==> config.mk <==
export PLATFORM = sky130hd
export DESIGN_NAME = dbus_dma
export DESIGN_NICKNAME = d
export VERILOG_FILES = /design/src/rtl/dbus_dma_pkg.sv /design/src/rtl/dbus_dma.sv
export SDC_FILE = /design/constraint.sdc
export NUM_CORES = 1
export LEC_CHECK = 0
export CORE_MARGIN = 3
export CORE_UTILIZATION = 42
export CTS_CLUSTER_SIZE = 20
export DETAILED_ROUTE_END_ITERATION = 6
export HOLD_SLACK_MARGIN = 0.05
export PLACE_DENSITY_LB_ADDON = 0.25
export REMOVE_ABC_BUFFERS = 1
export SLEW_MARGIN = 20
export SYNTH_ARGS = -nofsm -noshare
export SYNTH_HDL_FRONTEND = slang
export SYNTH_SLANG_ARGS = --single-unit
==> constraint.sdc <==
create_clock -name clk -period 2 [get_ports clk]
set_input_delay 0.2 -clock clk [delete_from_list [all_inputs] [get_ports clk]]
set_output_delay 0.2 -clock clk [all_outputs]
set_load 0.01 [all_outputs]
==> src/rtl/dbus_dma_pkg.sv <==
`default_nettype none
// ============================================================================
// Module      : dbus_dma_pkg
// Description : Shared types and constants for the dbus block-copy initiator.
// Revision    : 1.0 - initial release
// ============================================================================
package dbus_dma_pkg;

    typedef enum logic [1:0] {
        ST_IDLE = 2'd0,
        ST_RD   = 2'd1,
        ST_WR   = 2'd2,
        ST_FIN  = 2'd3
    } state_t;

    // Bank field occupies the top c_BANK_W bits of a bus address.
    localparam int                  c_BANK_W = 3;
    localparam logic [c_BANK_W-1:0] c_RAM_BK = 3'd0;
    localparam logic [c_BANK_W-1:0] c_IO_BK  = 3'd1;

endpackage
`default_nettype wire

==> src/rtl/dbus_dma.sv <==
`default_nettype none
// ============================================================================
// Module      : dbus_dma
// Description : Block-copy bus initiator on the data bus. Optional fill mode
//               is enabled by defining DBUS_DMA_FILL_EN.
// Revision    : 1.0 - initial release
// ============================================================================
module dbus_dma
    import dbus_dma_pkg::*;
#(
    parameter int DW = 16,
    parameter int AW = 16
) (
    input  logic          clk,
    input  logic          rst,
    input  logic          start,
    input  logic [AW-1:0] src_base,
    input  logic [AW-1:0] dst_base,
    input  logic [AW-1:0] len,
`ifdef DBUS_DMA_FILL_EN
    input  logic          fill,
    input  logic [DW-1:0] fill_val,
`endif
    output logic          busy,
    output logic          done,
    output logic [AW-1:0] m_addr,
    output logic [DW-1:0] m_din,
    output logic          m_we,
    input  logic [DW-1:0] m_dout
);

    localparam logic [AW-1:0] c_ONE = {{(AW-1){1'b0}}, 1'b1};

    state_t        r_state_q, w_state_d;
    logic [AW-1:0] r_sp_q,    w_sp_d;
    logic [AW-1:0] r_dp_q,    w_dp_d;
    logic [AW-1:0] r_cnt_q,   w_cnt_d;
    logic          r_busy_q,  w_busy_d;
    logic          r_done_q,  w_done_d;
    logic          r_we_q,    w_we_d;
    logic [AW-1:0] r_addr_q,  w_addr_d;

    logic          w_fill_mode;
    logic          w_start_fill;
    logic [DW-1:0] w_wr_data;

`ifdef DBUS_DMA_FILL_EN
    logic          r_fill_q,     w_fill_d;
    logic [DW-1:0] r_fill_val_q, w_fill_val_d;

    assign w_fill_mode  = r_fill_q;
    assign w_start_fill = fill;
    assign w_wr_data    = r_fill_q ? r_fill_val_q : m_dout;
`else
    assign w_fill_mode  = 1'b0;
    assign w_start_fill = 1'b0;
    assign w_wr_data    = m_dout;
`endif

    // Bus outputs are registered one cycle ahead, so they are computed from
    // the state being entered rather than the current one.
    always_comb begin
        w_state_d = r_state_q;
        w_sp_d    = r_sp_q;
        w_dp_d    = r_dp_q;
        w_cnt_d   = r_cnt_q;
        w_busy_d  = 1'b0;
        w_done_d  = 1'b0;
        w_we_d    = 1'b0;
        w_addr_d  = '0;
`ifdef DBUS_DMA_FILL_EN
        w_fill_d     = r_fill_q;
        w_fill_val_d = r_fill_val_q;
`endif
        case (r_state_q)
            ST_IDLE: begin
                if (start) begin
                    w_sp_d  = src_base;
                    w_dp_d  = dst_base;
                    w_cnt_d = len;
`ifdef DBUS_DMA_FILL_EN
                    w_fill_d     = fill;
                    w_fill_val_d = fill_val;
`endif
                    if (len == '0) begin
                        w_state_d = ST_FIN;
                        w_done_d  = 1'b1;
                    end else if (w_start_fill) begin
                        w_state_d = ST_WR;
                        w_busy_d  = 1'b1;
                        w_we_d    = 1'b1;
                        w_addr_d  = dst_base;
                    end else begin
                        w_state_d = ST_RD;
                        w_busy_d  = 1'b1;
                        w_addr_d  = src_base;
                    end
                end
            end
            ST_RD: begin
                w_state_d = ST_WR;
                w_busy_d  = 1'b1;
                w_we_d    = 1'b1;
                w_addr_d  = r_dp_q;
            end
            ST_WR: begin
                w_sp_d  = r_sp_q + c_ONE;
                w_dp_d  = r_dp_q + c_ONE;
                w_cnt_d = r_cnt_q - c_ONE;
                if (r_cnt_q == c_ONE) begin
                    w_state_d = ST_FIN;
                    w_done_d  = 1'b1;
                end else if (w_fill_mode) begin
                    w_state_d = ST_WR;
                    w_busy_d  = 1'b1;
                    w_we_d    = 1'b1;
                    w_addr_d  = r_dp_q + c_ONE;
                end else begin
                    w_state_d = ST_RD;
                    w_busy_d  = 1'b1;
                    w_addr_d  = r_sp_q + c_ONE;
                end
            end
            ST_FIN: begin
                w_state_d = ST_IDLE;
            end
            default: begin
                w_state_d = ST_IDLE;
            end
        endcase
    end

    always_ff @(posedge clk) begin
        if (!rst) begin
            r_state_q <= ST_IDLE;
            r_sp_q    <= '0;
            r_dp_q    <= '0;
            r_cnt_q   <= '0;
            r_busy_q  <= 1'b0;
            r_done_q  <= 1'b0;
            r_we_q    <= 1'b0;
            r_addr_q  <= '0;
`ifdef DBUS_DMA_FILL_EN
            r_fill_q     <= 1'b0;
            r_fill_val_q <= '0;
`endif
        end else begin
            r_state_q <= w_state_d;
            r_sp_q    <= w_sp_d;
            r_dp_q    <= w_dp_d;
            r_cnt_q   <= w_cnt_d;
            r_busy_q  <= w_busy_d;
            r_done_q  <= w_done_d;
            r_we_q    <= w_we_d;
            r_addr_q  <= w_addr_d;
`ifdef DBUS_DMA_FILL_EN
            r_fill_q     <= w_fill_d;
            r_fill_val_q <= w_fill_val_d;
`endif
        end
    end

    // Write data follows the bus read data in the same cycle; the 1-cycle
    // read latency places the RD result on m_dout exactly during WR.
    always_comb begin
        m_din = '0;
        if (r_state_q == ST_WR) begin
            m_din = w_wr_data;
        end
    end

    assign busy   = r_busy_q;
    assign done   = r_done_q;
    assign m_we   = r_we_q;
    assign m_addr = r_addr_q;

endmodule
`default_nettype wire

# Yosys cells after proc, flatten, opt, wreduce, memory -nomap -nowiden
# Index checks and enable logic that the tools add are counted.
[word_totals]
register_bits = 69
latchBits = 0
ramBits = 0
rom_bits = 0
output_inout_bits = 35
wordCells = 44
mem_count = 0
[op_classes]
addsub = 3
multipliers = 0
n_div = 0
magnitude_cmp = 0
eq_ne = 5
shift = 0
n_mux = 24
bitwise = 0
n_reduce_logical = 4
[op_table]
columns = ["op", "n"]
rows = [
  ["$mux 16", 7],
  ["$pmux 16 s2", 3],
  ["$pmux 16 s3", 1],
  ["$add 16x1->16 const B", 2],
  ["$eq 16x1->1 const B", 1],
  ["$logic_not 16->1", 1],
  ["$sub 16x1->16 const B", 1],
  ["$pmux 2 s4", 1],
  ["$mux 1", 7],
  ["$mux 2", 3],
  ["$eq 2x2->1 const B", 2],
  ["$pmux 1 s3", 1],
  ["$eq 2x1->1 const B", 1],
  ["$logic_not 2->1", 1],
  ["$ne 2x2->1 const B", 1],
  ["$pmux 1 s2", 1],
  ["$reduce_and 2->1", 1],
  ["$reduce_bool 2->1", 1],
]

# Logic depth before layout (Yosys ltp)
[depth]
depth_word = 4
depth_mapped = 7
mapped_depth_nobuf = 6

# Worst setup path after synthesis
# OpenSTA, ideal clock, no wires.
[synth_path]
path_kind = "reg2reg"
start = "register r_cnt_q[0]"
end = "register r_cnt_q[8]"
setup_ps = 130
t_arrival_ps = 1455
slack_ps = 415
path_stages_with_launch = 7
period_less_slack_ps = 1585
cell_sequence = "dfxtp_1 -> inv_1 -> ha_1 -> or3b_2 -> nor3_1 -> xnor2_1 -> o22ai_1"
[synth_via]
elab_chain_cells = 2
[synth_rtl]
columns = ["element", "line", "source"]
rows = [
  ["start, declared", "dbus_dma.sv:37", "logic [AW-1:0] r_cnt_q, w_cnt_d;"],
  ["start signal, assigned", "dbus_dma.sv:151", "r_cnt_q <= w_cnt_d;"],
  ["$sub 16x1->16", "dbus_dma.sv:109", "w_cnt_d = r_cnt_q - c_ONE;"],
  ["$pmux 16 s2", "dbus_dma.sv:75", "case (r_state_q)"],
]
# No other way between the ends.
# A chain may end at the register's enable or synchronous reset.

# Worst setup path in the final report
[layout_path]
start = "register r_state_q[1]"
end = "output port m_din[0]"
[layout_via]
elab_chain_cells = 2
[layout_rtl]
columns = ["element", "line", "source"]
rows = [
  ["start, declared", "dbus_dma.sv:34", "state_t r_state_q, w_state_d;"],
  ["start signal, assigned", "dbus_dma.sv:148", "r_state_q <= w_state_d;"],
  ["$eq 2x2->1", "dbus_dma.sv:167", "if (r_state_q == ST_WR) begin"],
  ["$mux 16", "dbus_dma.sv:167", ""],
  ["end, declared", "dbus_dma.sv:27", "output logic [DW-1:0] m_din,"],
]
# No other way between the ends.

==> impl_metrics.json <==
{
  "grt_pass1_vias": 4405,
  "drv_cap": 0,
  "arrival_ns": 1.72,
  "rsz0062_at_grt": "yes",
  "nets": 677,
  "place_congestion": 0.905,
  "slew_headroom_pct": 61.0,
  "io_pins": 102,
  "drt_iter0_markers": 265,
  "tightestPinTransition_ns": 0.585,
  "die_x_um": 105,
  "max_stage_delay_ns": 0.55,
  "status": "complete, no violations",
  "routed_wl_um": 14000,
  "synth_simple_gate_area_share_pct": 22.4,
  "crit_chain": "nor2b_4 -> and2_1 -> clkdlybuf4s50_1",
  "startpoint_type": "register",
  "syn_area_per_cell_um2": 8.36,
  "clock-sinks": 69,
  "clkSlewWorstSetupHoldPaths_ns": 0.07,
  "grt_max_degree": 37,
  "htreeDepth": 3,
  "clkLatencyLatePin_ns": 0.35,
  "grtUsageMet2_pct": 41.7,
  "synth_fa_ha_area_share_pct": 1.52,
  "fin_util_pct": 60.7,
  "timing.final.max_slew_violations": 0,
  "dieHeight_um": 105,
  "fp-row-count": 35,
  "yosysWarnings": 0,
  "netlist_top_cells_count": "69 x dfxtp_1, 38 x a21oi_1, 29 x o21ai_0, 24 x nand3_1, 22 x nand2_1",
  "antenna_found_initial": 0,
  "synth_edf_count": 0,
  "cts_tree": "built",
  "final.min_clock_period_ns": 1.92,
  "met3_usage_pct": 5.56,
  "gr-max-usage-layer": "met2",
  "synth_top_family_by_area": "compound AO/OA/AOI/OAI gates",
  "synth_area_um2": 4110,
  "io_buffers": 101,
  "yosysMostFrequentCell": "dfxtp_1",
  "timing.rr.end": "r_sp_q[12]",
  "grtUsageTotal_pct": 25.1,
  "grt_use_met1_pct": 32.6,
  "synthArstFlopShare_pct": 0,
  "dp_hpwl_um": 9840,
  "ir_drop_mv": 0.414,
  "reg2reg_depth": 6,
  "postCtsHoldBufs": 0,
  "firstDrtPassIters": 5,
  "synthTopCellsByArea": "dfxtp_1 34%, a21oi_1 4.6%, a32oi_1 3.6%",
  "worstSetupEndpointType": "output pin",
  "core_region_area_um2": 9370,
  "drive_gt1_share_pct": 13.5,
  "synth_compound_area_share_pct": 30.8,
  "placedCellCount": 719,
  "ys_seq_elements": 69,
  "via_count": 4546,
  "p_total_w": 0.00393,
  "finalHoldViolCount": 0,
  "powerDensity_nw_per_um2": 691,
  "fin_cells": 736,
  "start_util_pct": 43.8,
  "finClkSkew_ns": 0.00627,
  "clockBufferDepth": 2,
  "synthXorXnorAreaFrac_pct": 4.05,
  "synth_cell_type_count": 64,
  "r2r-start": "r_state_q[0]",
  "worstSetupPathType": "register to output pin",
  "crit_fanout": 5,
  "dieArea_um2": 11000,
  "drc": 0,
  "leakagePower_nw": 1.95,
  "diodes": 0,
  "r2r_slack_ns": 0.16,
  "ys.flop_type": "dfxtp_1",
  "synth.top_cell.area_share_pct": 33.6,
  "wl_per_cell_um": 19.0,
  "setup_violations": 0,
  "crit_start": "r_state_q[1]",
  "synth.area.mux_share_pct": 1.77,
  "yosys.area.top_type": "dfxtp_1",
  "min_period_over_period_pct": 96.0,
  "cp_data_required_time_ns": 1.80,
  "min-delay-path-class": "input pin to register",
  "max_freq_ghz": 0.521,
  "grt_first_pass_wirelength_um": 22400,
  "grt_overflow": 0,
  "netlist_instances": 491,
  "cts_buffers": 9,
  "ant_nets": 0,
  "syn_to_final_growth_pct": 38.6,
  "crit_path_end": "m_din[0]",
  "cp_slowest_cell": "clkdlybuf4s50_1",
  "yosysSeqAreaShare_pct": 33.6,
  "viasPerCell": 6.18,
  "root_buffer": "clkbuf_8"
}
==> kinds of logic after synthesis <==
family,count (synthesis)
AOI/OAI and AO/OA,185
xor gates and xnor gates,19
adders and majority gates,5
buffers and inverters,56
DFF,69
muxes,7
and+or+nand+nor,150
==> repair_timing <==
item | CTS | global route
endpoints found under the setup margin | 16 | 3
gates cloned | 2 | 0
setup buffers | 1 | 1
gates resized for setup | 2 | 1
pin swaps | 0 | 1
==> how the worst min path moves through the flow <==
stage / from / end / slack, ns / cells after the start
finish: dst_base[6] / r_dp_q[6] / 0.45 / 3
global route: dst_base[6] / r_dp_q[6] / 0.47 / 3
CTS: dst_base[6] / r_dp_q[6] / 0.45 / 3
detailed placement: r_cnt_q[1] / r_cnt_q[1] / 0.52 / 2
global placement: r_cnt_q[14] / r_cnt_q[14] / 0.51 / 2
floorplan: rst / r_sp_q[0] / 0.32 / 1
==> through the flow <==
stage | cell area [um2] | setup TNS, ns | setup slack, ns | hold slack [ns]
final | 5690 | 0 | 0.0791 | 0.451
after global routing | 5690 | -0.000686 | -0.000686 | 0.468
after CTS | 5680 | 0 | 0.0381 | 0.450
after detailed placement | 5460 | 0 | 0.0777 | 0.519
after global placement | 5460 | 0 | 0.110 | 0.507
after floorplan | 3930 | -59.17 | -1.25 | 0.322
==> final cells by class <==
type	instances	area, um2
Fill cell	870	3680
Multi-Input combinational cell	368	2520
Sequential cell	69	1380
Timing Repair Buffer	142	1380
Tap cell	129	161
Clock buffer	11	151
Inverter	15	56.3
Clock inverter	2	35.0
==> placed cells by master, fill, tap and decap left out, types with 4 or more instances in the layout <==
cell type and count:
nand4_2 6, a22o_1 4, xnor2_1 14, o21a_1 5
xor2_1 5, a21oi_1 38, a22oi_1 14, a211oi_1 5
nor4_1 12, nor4_2 5, ha_1 5, o21ai_0 29
a32oi_1 17, buf_12 5, inv_1 14, nand3_1 24
nand4_1 6, buf_4 36, mux2i_1 5, nor3_1 14
nand2_1 22, nor2_1 13, o221ai_1 9, clkdlybuf4s50_1 101
and2_1 21, dfxtp_1 68, o22ai_1 21, clkbuf_8 11
or3_1 5, o211ai_1 12, o22a_1 5
==> critical path, delay by kind of cell (launching register included) <==
kind	cells	cell delay, ns
DFF	1	0.42
buffers and inverters	1	0.55
and+or+nand+nor	2	0.41
==> flip-flops by register name, summed over array words and instances (netlist names) <==
register,flops
busy,1
r_sp_q,16
r_state_q,2
m_addr,16
r_cnt_q,16
r_dp_q,16
done,1
m_we,1
==> per-layer routing <==
layer | share of wire (%) | up-vias
met5 | 0 | -
met4 | 1.5 | 0
met3 | 8.3 | 17
met2 | 48 | 220
met1 | 42 | 2177
li1 | - | 2132
==> power breakdown <==
part / internal, W / switching (W) / leakage [nW]
logic: 0.000573 / 0.000567 / 1.29
registers: 0.00150 / 0.000160 / 0.569
clock network: 0.000622 / 0.000511 / 0.0971
total: 0.00270 / 0.00124 / 1.95
Note: power is estimated with default switching activity, not from simulation.
